<file path="src/rtl/countdown_setter_pkg.sv">
// Shared types and constants for the countdown preset editor.
package countdown_pkg;

    // Editor states; encoding is visible on state_o for display blink logic.
    typedef enum logic [1:0] {
        EDIT = 2'd0,
        RUN  = 2'd1,
        DONE = 2'd2
    } state_t;

    // Digit positions, also the cursor encoding.
    localparam int unsigned SEC1       = 0;
    localparam int unsigned SEC10      = 1;
    localparam int unsigned MIN1       = 2;
    localparam int unsigned MIN10      = 3;
    localparam int unsigned HR1        = 4;
    localparam int unsigned HR10       = 5;
    localparam int unsigned NUM_DIGITS = 6;

    // Largest legal value of each digit (hr_10 is overridable at the top).
    localparam logic [3:0] MAX_SEC1  = 4'd9;
    localparam logic [3:0] MAX_SEC10 = 4'd5;
    localparam logic [3:0] MAX_MIN1  = 4'd9;
    localparam logic [3:0] MAX_MIN10 = 4'd5;
    localparam logic [3:0] MAX_HR1   = 4'd9;
    localparam logic [3:0] MAX_HR10  = 4'd9;

    // Separator nibble between the hh / mm / ss fields.
    localparam logic [3:0]  FILL         = 4'hf;
    localparam logic [31:0] PRESET_RESET = 32'h00f00f00;

endpackage

</file>
<file path="src/rtl/countdown_setter_if.sv">
// Button / countdown-facing signal bundle of the preset editor.
interface countdown_setter_if;
    logic        btn_up;
    logic        btn_down;
    logic        btn_left;
    logic        btn_right;
    logic        btn_center;
    logic        finish;
    logic [31:0] preset;
    logic        go;
    logic [2:0]  cursor;
    logic [1:0]  state_o;

    // Driver side: buttons and the countdown's expiry flag.
    modport master (
        output btn_up, btn_down, btn_left, btn_right, btn_center, finish,
        input  preset, go, cursor, state_o
    );

    // Editor side.
    modport slave (
        input  btn_up, btn_down, btn_left, btn_right, btn_center, finish,
        output preset, go, cursor, state_o
    );
endinterface

</file>
<file path="src/rtl/btn_debounce.sv">
// Synchronizes one raw push-button, filters it for DEBOUNCE_CYCLES stable
// cycles and emits a one-cycle pulse on each accepted press.
module btn_debounce #(
    parameter int DEBOUNCE_CYCLES = 1000000
) (
    input  logic clk,
    input  logic rst_n,
    input  logic raw,
    output logic pulse
);
    localparam int              CW       = $clog2(DEBOUNCE_CYCLES + 1);
    localparam logic [CW-1:0]   CNT_LAST = CW'(DEBOUNCE_CYCLES - 1);

    logic          sync1;
    logic          sync2;
    logic          level;
    logic          level_d;
    logic [CW-1:0] cnt;

    // Synchronize, count consecutive disagreeing cycles, accept, edge-detect.
    // NOTE: sequential state uses non-blocking assignments so every register
    // samples pre-edge values regardless of statement order.
    always_ff @(posedge clk or negedge rst_n) begin
        if (!rst_n) begin
            sync1   <= 1'b0;
            sync2   <= 1'b0;
            level   <= 1'b0;
            level_d <= 1'b0;
            cnt     <= '0;
            pulse   <= 1'b0;
        end else begin
            sync1   <= raw;
            sync2   <= sync1;
            // Any return to the accepted level restarts the stability count.
            if (sync2 == level) begin
                cnt <= '0;
            end else if (cnt == CNT_LAST) begin
                level <= sync2;
                cnt   <= '0;
            end else begin
                cnt <= cnt + CW'(1);
            end
            level_d <= level;
            pulse   <= level & ~level_d;
        end
    end
endmodule

</file>
<file path="src/rtl/countdown_setter.sv">
// Preset editor for the countdown: debounced buttons edit six BCD digits,
// center starts / aborts / acknowledges, go enables the countdown.
module countdown_setter
    import countdown_pkg::*;
#(
    parameter int DEBOUNCE_CYCLES = 1000000,
    parameter int HR10_MAX        = 9
) (
    input  logic               clk,
    input  logic               rst_n,
    countdown_setter_if.slave  bus
);
    logic [4:0] raw_btn;
    logic [4:0] btn_pulse;
    logic       p_center, p_up, p_down, p_left, p_right;

    logic       finish_s1, finish_s2, finish_s3;
    logic       finish_rise;

    state_t     state;
    logic       go_q;
    logic [2:0] cursor_q;
    logic [3:0] digit [NUM_DIGITS];
    logic       any_nonzero;

    assign raw_btn = {bus.btn_center, bus.btn_up, bus.btn_down,
                      bus.btn_left, bus.btn_right};

    for (genvar i = 0; i < 5; i++) begin : g_btn
        btn_debounce #(.DEBOUNCE_CYCLES(DEBOUNCE_CYCLES)) u_deb (
            .clk   (clk),
            .rst_n (rst_n),
            .raw   (raw_btn[i]),
            .pulse (btn_pulse[i])
        );
    end

    assign {p_center, p_up, p_down, p_left, p_right} = btn_pulse;

    // Bring the slow-domain finish flag in and detect its rising edge.
    always_ff @(posedge clk or negedge rst_n) begin
        if (!rst_n) begin
            finish_s1 <= 1'b0;
            finish_s2 <= 1'b0;
            finish_s3 <= 1'b0;
        end else begin
            finish_s1 <= bus.finish;
            finish_s2 <= finish_s1;
            finish_s3 <= finish_s2;
        end
    end

    assign finish_rise = finish_s2 & ~finish_s3;

    function automatic logic [3:0] digit_max(input logic [2:0] idx);
        case (idx)
            3'(SEC1):  return MAX_SEC1;
            3'(SEC10): return MAX_SEC10;
            3'(MIN1):  return MAX_MIN1;
            3'(MIN10): return MAX_MIN10;
            3'(HR1):   return MAX_HR1;
            default:   return 4'(HR10_MAX);
        endcase
    endfunction

    // Start is only allowed with a nonzero preset.
    // NOTE: every always_comb output gets a default first so no latch forms.
    always_comb begin
        any_nonzero = 1'b0;
        for (int i = 0; i < NUM_DIGITS; i++) begin
            any_nonzero = any_nonzero | (digit[i] != 4'd0);
        end
    end

    // Editor FSM with cursor and digit registers; button priority is
    // center > up > down > left > right.
    // NOTE: the six-entry digit array is reset explicitly; it is register
    // state the countdown reads, not a RAM.
    always_ff @(posedge clk or negedge rst_n) begin
        if (!rst_n) begin
            state    <= EDIT;
            go_q     <= 1'b0;
            cursor_q <= 3'd0;
            for (int i = 0; i < NUM_DIGITS; i++) begin
                digit[i] <= 4'd0;
            end
        end else begin
            case (state)
                EDIT: begin
                    if (p_center) begin
                        if (any_nonzero) begin
                            state <= RUN;
                            go_q  <= 1'b1;
                        end
                    end else if (p_up) begin
                        digit[cursor_q] <= (digit[cursor_q] == digit_max(cursor_q))
                                           ? 4'd0 : digit[cursor_q] + 4'd1;
                    end else if (p_down) begin
                        digit[cursor_q] <= (digit[cursor_q] == 4'd0)
                                           ? digit_max(cursor_q) : digit[cursor_q] - 4'd1;
                    end else if (p_left) begin
                        cursor_q <= (cursor_q == 3'(HR10)) ? 3'd0 : cursor_q + 3'd1;
                    end else if (p_right) begin
                        cursor_q <= (cursor_q == 3'd0) ? 3'(HR10) : cursor_q - 3'd1;
                    end
                end
                RUN: begin
                    if (p_center) begin
                        state <= EDIT;
                        go_q  <= 1'b0;
                    end else if (finish_rise) begin
                        state <= DONE;
                    end
                end
                DONE: begin
                    if (p_center) begin
                        state <= EDIT;
                        go_q  <= 1'b0;
                    end
                end
                default: begin
                    state <= EDIT;
                    go_q  <= 1'b0;
                end
            endcase
        end
    end

    assign bus.preset  = {digit[HR10], digit[HR1], FILL,
                          digit[MIN10], digit[MIN1], FILL,
                          digit[SEC10], digit[SEC1]};
    assign bus.go      = go_q;
    assign bus.cursor  = cursor_q;
    assign bus.state_o = state;
endmodule

</file>
<file path="src/flat_wrapper.sv">
// flat-port wrapper written by rule: the top's interface ports become plain ports
module countdown_setter_flat import countdown_pkg::*;
#(
    parameter int DEBOUNCE_CYCLES = 1000000,
    parameter int HR10_MAX        = 9
)
  (clk, rst_n, bus_btn_up, bus_btn_down, bus_btn_left, bus_btn_right, bus_btn_center, bus_finish, bus_preset, bus_go, bus_cursor, bus_state_o);
  countdown_setter_if bus_i ();
  input  logic clk;
  input  logic rst_n;
  input wire logic [$bits(bus_i.btn_up)-1:0] bus_btn_up;
  input wire logic [$bits(bus_i.btn_down)-1:0] bus_btn_down;
  input wire logic [$bits(bus_i.btn_left)-1:0] bus_btn_left;
  input wire logic [$bits(bus_i.btn_right)-1:0] bus_btn_right;
  input wire logic [$bits(bus_i.btn_center)-1:0] bus_btn_center;
  input wire logic [$bits(bus_i.finish)-1:0] bus_finish;
  output wire logic [$bits(bus_i.preset)-1:0] bus_preset;
  output wire logic [$bits(bus_i.go)-1:0] bus_go;
  output wire logic [$bits(bus_i.cursor)-1:0] bus_cursor;
  output wire logic [$bits(bus_i.state_o)-1:0] bus_state_o;
  assign bus_i.btn_up = bus_btn_up;
  assign bus_i.btn_down = bus_btn_down;
  assign bus_i.btn_left = bus_btn_left;
  assign bus_i.btn_right = bus_btn_right;
  assign bus_i.btn_center = bus_btn_center;
  assign bus_i.finish = bus_finish;
  assign bus_preset = bus_i.preset;
  assign bus_go = bus_i.go;
  assign bus_cursor = bus_i.cursor;
  assign bus_state_o = bus_i.state_o;
  countdown_setter #(.DEBOUNCE_CYCLES(DEBOUNCE_CYCLES), .HR10_MAX(HR10_MAX)) u_core (.clk(clk), .rst_n(rst_n), .bus(bus_i));
endmodule
</file>
<file path="config.mk">
export PLATFORM = sky130hd
export DESIGN_NAME = countdown_setter_flat
export DESIGN_NICKNAME = d
export VERILOG_FILES = /design/src/rtl/countdown_setter_pkg.sv /design/src/rtl/countdown_setter_if.sv /design/src/rtl/btn_debounce.sv /design/src/rtl/countdown_setter.sv /design/src/flat_wrapper.sv
export SDC_FILE = /design/constraint.sdc
export NUM_CORES = 1
export LEC_CHECK = 0
export CORE_ASPECT_RATIO = 1.25
export CORE_UTILIZATION = 45
export CTS_CLUSTER_DIAMETER = 100
export DETAILED_ROUTE_END_ITERATION = 6
export GPL_ROUTABILITY_DRIVEN = 0
export PLACE_DENSITY = 0.64
export SLEW_MARGIN = 20
export SYNTH_ARGS = -nofsm -noshare
export SYNTH_HDL_FRONTEND = slang
export SYNTH_HIERARCHICAL = 1
export SYNTH_SLANG_ARGS = --single-unit
</file>
<file path="constraint.sdc">
create_clock -name clk -period 4.8 [get_ports clk]
set_clock_uncertainty 0.05 [all_clocks]
set_input_delay 0.96 -clock clk [delete_from_list [all_inputs] [get_ports clk]]
set_output_delay 0.96 -clock clk [all_outputs]
set_load 0.02 [all_outputs]
</file>
### Yosys cells after proc, flatten, opt, wreduce, memory -nomap -nowiden

Index checks and enable logic that the tools add are counted.

| cells by class | value |
|---|---|
| add/subtract/negate cells | 9 |
| order comparisons | 2 |
| equality and inequality tests | 21 |
| mux-type cells | 43 |
| bitwise operators | 26 |
| reductions and logical operators | 23 |

Operators by type and width:

| cell | number |
|---|---|
| 2-to-1 mux 20 bit | 10 |
| adder 20 x 1 -> 20 bit, second input constant | 5 |
| == test 20 bit, second input constant | 5 |
| 2-to-1 mux 4 bit | 13 |
| bitwise mux 24 bit | 2 |
| 2-to-1 mux 24 bit | 2 |
| nonzero test 4 bit | 6 |
| NOT 1 bit | 14 |
| binary-select mux 4 bit (select 3 bit) | 1 |
| demux 4 bit (select 3 bit) | 1 |
| 2-to-1 mux 3 bit | 4 |
| 2-to-1 mux 2 bit | 5 |
| AND reduction 2 bit | 5 |
| bitwise AND 1 bit | 6 |
| case mux 2 bit (3 select lines) | 1 |
| AND reduction 3 bit | 2 |
| == test 1 bit | 5 |
| OR 1 bit | 5 |
| AND reduction 5 bit | 1 |
| adder 4 x 1 -> 4 bit, second input constant | 1 |
| == test 4 bit | 1 |
| >= comparator 4 bit, second input constant | 1 |
| logical NOT 4 bit | 1 |
| less-than comparator 4 x 1 -> 1 bit, second input constant | 1 |
| 20 further kinds | 26 |

| word-level totals | value |
|---|---|
| register bits after elaboration | 158 |
| input port bits | 8 |
| output and inout port bits | 38 |
| word-level logic and storage cells | 166 |

### Longest topological paths before layout

Gate-level depths: netlist (run 1).

| depth | value |
|---|---|
| depth in word-level cells | 11 |
| depth in mapped cells | 11 |
| mapped depth without buffers | 10 |

### Hierarchy

The synthesis (run 1) kept the hierarchy.

Modules (own cells, without submodules):

| module | instances | cells an instance | area an instance (um^2) | sequential area each (um^2) |
|---|---|---|---|---|
| btn_debounce | 5 | 111 | 1171.1 | 625.6 |
| countdown_setter | 1 | 197 | 2087.0 | 825.8 |

### Least setup slack after synthesis (run 1)

Ideal clock, no wire load.

| timing path | value |
|---|---|
| path type | register to register |
| from | register u_core.cursor_q[0] (netlist: u_core/bus.cursor[0]) |
| to | register u_core.digit, in the netlist u_core/bus.preset[14] |
| setup time | 66 ps |
| arrival | 2554 ps |
| data required time | 4684 ps |
| slack | 2130 ps |
| cell stages (with the launch flop) | 10 |
| path through | dfrtp_1 > buf_6 > mux4_2 > a21oi_2 > ha_1 > o21ai_0 > o31ai_1 > nand2_1 > a32oi_1 > mux2_2 |

| on the way | value |
|---|---|
| longest elaborated chain between the ends | 11 |

Ends and longest elaborated chain:

| what | RTL line | source |
|---|---|---|
| start: declaration | countdown_setter.sv:22 | `logic [2:0] cursor_q;` |
| start signal: assignment | countdown_setter.sv:102 | `cursor_q <= (cursor_q == 3'(HR10)) ? 3'd0 : cursor_q + 3'd1;` |
| start signal: assignment | countdown_setter.sv:104 | `cursor_q <= (cursor_q == 3'd0) ? 3'(HR10) : cursor_q - 3'd1;` |
| branches (longest 10 deep; another with subtractor 4 x 1 -> 4 bit) | n/a |  |
| 2-to-1 mux 24 bit (*) | countdown_setter.sv:95 | `end else if (p_up) begin` |
| end signal: indexed assignment | countdown_setter.sv:96 | `digit[cursor_q] <= (digit[cursor_q] == digit_max(cursor_q))` |
| end signal: indexed assignment | countdown_setter.sv:99 | `digit[cursor_q] <= (digit[cursor_q] == 4'd0)` |
| end: declaration | countdown_setter.sv:23 | `logic [3:0] digit [NUM_DIGITS];` |

Every way passes the cells marked *. The select of a mux whose other input is x is not followed.
A chain may end at the register's enable or synchronous reset.

### Worst setup path after layout (run 1)

| timing path | value |
|---|---|
| from | register u_core.cursor_q[0] (netlist: u_core/bus.cursor[0]) |
| to | register u_core.digit, in the netlist u_core/bus.preset[30] |

Same word-level chain as after synthesis.

==> results.py, run 1 <==
metrics = {
    "routing": {
        "wl_mm": 15.8,
        "vias_per_cell": 5.59,
        "drtIter0Drc": 328,
        "dr_total_vias": 5758,
        "drtAntennaViolNets": 0,
        "drc": 0,
        "wire_per_inst_um": 15.3,
        "first_pass_iters": 7,
    },
    "floorplanning": {
        "core_area_sq_um": 17000,
        "die_h_um": 151,
        "num_io_pins": 46,
        "die_w_um": 121,
        "placementRows": 53,
        "initial_utilization_pct": 46.6,
        "dieArea_sq_um": 18200,
    },
    "cells_and_area": {
        "diodes": 0,
        "areaGrowthSynthToFinish_pct": 14.4,
        "post-route-cell-area_sq_um": 9090,
        "final_cell_mix": "dfrtp_1, nor2_1, xnor2_1",
        "drive_above_1_share_pct": 10.9,
        "nets": 818,
        "final_common_cell": "dfrtp_1",
    },
    "synthesis": {
        "syn_area_sq_um": 7940,
        "yosysUniqueCellTypes": 63,
        "synth-edff-count": 0,
        "postSynthCellCount": 752,
        "ys_seq_area_share_pct": 49.8,
        "ys_warn_count": 6,
        "synthArstFlopShare_pct": 100,
        "yosys_register_bits": 158,
        "ys.flop_type": "dfrtp_1",
        "avgSynthCellArea_sq_um": 10.6,
    },
    "sta": {
        "relSlewSlack_pct": 29.4,
        "final.setup.worst_slack_ps": 1330,
        "setup_tns_ps": 0,
        "hold_viol_final": 0,
        "rsz0062_at_grt": "no",
        "drv_slew": 0,
        "finalSetupViolations": 0,
        "post-route-period-util_pct": 72.3,
        "period_minus_slack_ps": 3470,
        "max_freq_mhz": 288,
        "worst_pin_slew_ps": 1050,
    },
    "global_route": {
        "grt_first_pass_wirelength_mm": 26.7,
        "grt_max_degree": 105,
        "overflow": 0,
        "gr-usage-all-layers_pct": 18.4,
        "grt_pass1_vias": 5710,
        "grt_antenna_before_repair": 0,
    },
    "critical_path": {
        "crit_fanout": 19,
        "crit_path_start_kind": "flip-flop",
        "end_kind": "flip-flop",
        "crit_required_ps": 5110,
        "worstPathArrival_ps": 3780,
        "worstSetupPathType": "reg -> reg",
    },
    "clock_tree": {
        "cts_sinks": 158,
        "cts.path.max_buffers": 2,
        "numCtsBuffers": 17,
        "clk_latency_ps": 420,
        "cts_root_buffer": "clkbuf_16",
        "cts_resized": 0,
        "htreeDepth": 4,
        "holdBufCountCts": 0,
        "post-cts-setup-buffers": 0,
        "cts_tree": "yes",
        "clkTransAtPathRegs_ps": 60,
    },
    "power": {
        "fin_total_pwr_uw": 2760,
        "ir_drop_v": 0.000254,
        "power.density_nw_per_um2": 303,
        "power_leakage_uw": 0.00378,
    },
    "run": {
        "maxCapViolCount": 0,
    },
    "placed_design": {
        "dpl_cell_area_sq_um": 8510,
        "portBuffers": 37,
        "dp_hpwl_mm": 10.8,
        "place_ws_ps": 1540,
    },
    "run_status": {
        "status": "finished, final reports clean",
    },
    "min_path": {
        "min_path_type": "reg -> reg",
    },
}
synth_stat cells (9+ instances only):
master / instances / share of area (%)
a21oi_1: 18 / 1.1
and4_1: 10 / 1.1
buf_4: 9 / 0.85
dfrtp_1: 158 / 50
ha_1: 12 / 1.9
inv_1: 27 / 1.3
mux2_2: 29 / 4.1
mux2i_1: 18 / 2.3
nand2_1: 39 / 1.8
nand3_1: 32 / 2.0
nand4_1: 19 / 1.5
nor2_1: 107 / 5.1
nor2b_1: 9 / 0.71
nor3_1: 33 / 2.1
nor4_1: 25 / 2.0
nor4b_1: 11 / 1.2
o21ai_0: 16 / 1.0
or3_1: 10 / 0.79
xnor2_1: 55 / 6.1
xor2_1: 25 / 2.8
per-stage QoR:
step	hold WS, ps	cells	util, %
finish	299	1030	53.3
global route	307	1030	53.3
CTS	302	1030	53.3
detailed placement	287	999	49.9
floorplan	281	759	-
global placement	282	999	49.9
worst paths after layout:
path	to	slack [ps]	start	cells past startpoint
max	u_core/bus.preset[30]	1330	u_core/bus.cursor[0]	8
min	u_core/g_btn[3].u_deb/sync2	300	u_core/g_btn[3].u_deb/sync1	0
max reg2reg	u_core/bus.preset[30]	1330	u_core/bus.cursor[0]	8
min reg2reg	u_core/g_btn[3].u_deb/sync2	300	u_core/g_btn[3].u_deb/sync1	0
max in group asynchronous	u_core/bus.cursor[1]	3160	rst_n	2
min in group asynchronous	u_core/g_btn[4].u_deb/cnt[1]	550	rst_n	1
cell families after synthesis:
| logic type | after synthesis | share of synthesized area (%) |
|---|---|---|
| buffers and inverters | 48 | 2.90 |
| AND/OR/NAND/NOR | 335 | 23.3 |
| flip-flops | 158 | 49.8 |
| multiplexers | 52 | 7.42 |
| other | 1 | 0.0472 |
| adder cells (fa/ha/maj) | 12 | 1.89 |
| XOR/XNOR | 80 | 8.82 |
| AO/OA/AOI/OAI | 66 | 5.83 |
sequential cells by signal, summed over array words and instances (netlist names):
name	flops
u_core/g_btn.u_deb/pulse	5
u_core/g_btn.u_deb/sync1	5
u_core/bus.state_o	2
u_core/bus.go	1
u_core/g_btn.u_deb/level	5
u_core/g_btn.u_deb/sync2	5
u_core/bus.preset	24
u_core/finish_s2	1
u_core/finish_s1	1
u_core/g_btn.u_deb/cnt	100
u_core/finish_s3	1
u_core/g_btn.u_deb/level_d	5
u_core/bus.cursor	3
power breakdown:
group          switching (uW)  internal, uW  total (uW)
combinational            53.3          18.3        71.7
clock                     504           818        1320
sequential               14.9          1350        1360
total                     572          2180        2760
worst max-delay path, stage by stage (launching register included):
cell	delay, ps
dfrtp_1	820
mux4_2	640
a21oi_2	280
ha_1	310
o21ai_0	180
o31ai_1	270
nand2_1	90
a32oi_1	490
mux2_2	260
area by class of cell:
class                           instances  area [sq um]
Fill cell                            1454          7950
Sequential cell                       158          3950
Multi-Input combinational cell        553          3780
Clock buffer                           26           499
Timing Repair Buffer                   39           387
Tap cell                              220           275
Inverter                               29           109
Clock inverter                          5          80.1
per-layer routing:
layer | part of all wire [%] | routed length [um] | track usage, % | vias to the layer above
met5 | 0 | 0 | 0 | -
met4 | 2.3 | 357 | 8.46 | 0
met3 | 3.0 | 471 | 3.64 | 25
met2 | 50 | 7900 | 31.0 | 110
met1 | 45 | 7030 | 22.7 | 2861
li1 | - | - | - | 2762
Note: power is estimated with default switching activity, not from simulation.
==> inputs of run 2 (changes only) <==
==> constraint.sdc (replaced) <==
create_clock -name clk -period 3.57 [get_ports clk]
set_clock_uncertainty 0.05 [all_clocks]
set_input_delay 0.714 -clock clk [delete_from_list [all_inputs] [get_ports clk]]
set_output_delay 0.714 -clock clk [all_outputs]
set_load 0.02 [all_outputs]
==> run 2 against run 1 <==
Compared with the run above:
- via count shrank 1.3%
- setup slack got worse by 970 ps
- die area unchanged
- clock-buffer cell count shrank 7
- sequential cell count did not move
- highest routed layer unchanged
==> results.py, run 2 (synthesized netlist as in run 1, its figures left out) <==
metrics = {
    "routing": {
        "drc": 0,
        "drtAntennaViolNets": 0,
        "drtIter0Drc": 382,
        "wl_mm": 15.9,
        "wire_per_inst_um": 15.4,
        "first_pass_iters": 4,
        "vias_per_cell": 5.51,
        "dr_total_vias": 5681,
    },
    "critical_path": {
        "worstSetupPathType": "reg -> reg",
        "crit_required_ps": 3870,
        "crit_path_start_kind": "flip-flop",
        "worstPathArrival_ps": 3520,
        "crit_fanout": 10,
        "reg2reg_depth": 8,
        "reg2reg_to": "u_core/bus.preset[26]",
        "rrSetupSlack_ps": 360,
        "end_kind": "flip-flop",
        "r2r_start": "u_core/bus.cursor[0]",
    },
    "clock_tree": {
        "cts_sinks": 158,
        "htreeDepth": 4,
        "clkTransAtPathRegs_ps": 60,
        "numCtsBuffers": 17,
        "holdBufCountCts": 0,
        "clk_latency_ps": 420,
        "cts_resized": 0,
        "cts.path.max_buffers": 2,
        "post-cts-setup-buffers": 0,
        "cts_tree": "yes",
        "cts_root_buffer": "clkbuf_16",
    },
    "sta": {
        "period_minus_slack_ps": 3210,
        "finalSetupViolations": 0,
        "max_freq_mhz": 311,
        "worst_pin_slew_ps": 895,
        "post-route-period-util_pct": 90.0,
        "setup_tns_ps": 0,
        "hold_viol_final": 0,
        "drv_slew": 0,
        "rsz0062_at_grt": "no",
        "relSlewSlack_pct": 40.3,
    },
    "min_path": {
        "hold_end": "u_core/g_btn[3].u_deb/sync2",
        "hp-start": "u_core/g_btn[3].u_deb/sync1",
        "min_path_type": "reg -> reg",
        "whs_path_depth": 0,
    },
    "cells_and_area": {
        "final_cell_mix": "dfrtp_1, nor2_1, xnor2_1",
        "areaGrowthSynthToFinish_pct": 14.5,
        "nets": 819,
        "top_register": "u_core/g_btn.u_deb/cnt",
        "instances_no_fill": 1031,
        "drive_above_1_share_pct": 11.5,
        "diodes": 0,
        "fillCellCount": 1476,
        "final_common_cell": "dfrtp_1",
        "largest_reg_flops": 100,
    },
    "floorplanning": {
        "die_h_um": 151,
        "dieArea_sq_um": 18200,
        "die_w_um": 121,
        "placementRows": 53,
        "initial_utilization_pct": 46.6,
        "num_io_pins": 46,
        "core_area_sq_um": 17000,
    },
    "global_route": {
        "grt_first_pass_wirelength_mm": 27.2,
        "grt_antenna_before_repair": 0,
        "overflow": 0,
        "gr-usage-all-layers_pct": 18.7,
        "grt_max_degree": 101,
        "grt_pass1_vias": 5738,
    },
    "run": {
        "maxCapViolCount": 0,
    },
    "power": {
        "power_leakage_uw": 0.00378,
        "power.density_nw_per_um2": 402,
        "ir_drop_v": 0.000301,
    },
    "placed_design": {
        "portBuffers": 37,
        "dp_hpwl_mm": 10.9,
        "dp.cells": 1000,
    },
    "run_status": {
        "status": "finished, final reports clean",
    },
}
==> run 2: routing by layer <==
layer / share of wire [%] / global-route usage [%] / vias up
li1: - / - / 2761
met1: 44 / 23.1 / 2813
met2: 52 / 32.1 / 86
met3: 2.5 / 3.60 / 21
met4: 1.7 / 7.22 / 0
met5: 0 / 0 / -
==> run 2: area by class of cell <==
class / instances / area [sq um] / share of cell area, %
Sequential cell: 158 / 3950 / 43.5
Multi-Input combinational cell: 553 / 3780 / 41.6
Clock buffer: 19 / 443 / 4.87
Timing Repair Buffer: 40 / 407 / 4.47
Tap cell: 220 / 275 / 3.03
Clock inverter: 12 / 121 / 1.33
Inverter: 29 / 109 / 1.20
==> run 2: stage by stage <==
stage          setup slack (ps)  hold WS, ps  area (sq um)  utilization, %  power, uW
2_1_floorplan               900          281          7970               -       1910
5_1_grt                     139          309          9090            53.4       3800
3_5_place_dp                426          285          8530            50.0       1970
4_1_cts                     377          301          9090            53.4       3720
6_report                    355          298          9090            53.4       3660
3_3_place_gp                586          286          8530            50.0       1960
==> run 2: how the worst max path moves through the flow <==
stage | start | endpoint | cells past startpoint | slack [ps]
finish | u_core/bus.cursor[0] | u_core/bus.preset[26] | 8 | 360
floorplan | u_core/bus.cursor[0] | u_core/bus.preset[14] | 9 | 900
global placement | u_core/bus.cursor[0] | u_core/bus.preset[30] | 8 | 590
global route | u_core/bus.cursor[0] | u_core/bus.preset[2] | 9 | 140
detailed placement | u_core/bus.cursor[0] | u_core/bus.preset[6] | 8 | 430
CTS | u_core/bus.cursor[0] | u_core/bus.preset[6] | 8 | 380
==> run 2: report_power, final <==
group,internal [uW],total (uW),switching [uW]
Combinational,25.9,98.1,72.2
Sequential,1810,1830,20.0
Clock,1040,1730,693
Total,2870,3660,785
==> run 2: worst max-delay path, cell delays in order, from the launching register on <==
cell and delay, ps:
dfrtp_1 620, mux4_2 600, a21oi_2 250, ha_1 300
o21ai_0 200, o31ai_1 300, nand2_1 90, a32oi_1 470
mux2_2 260
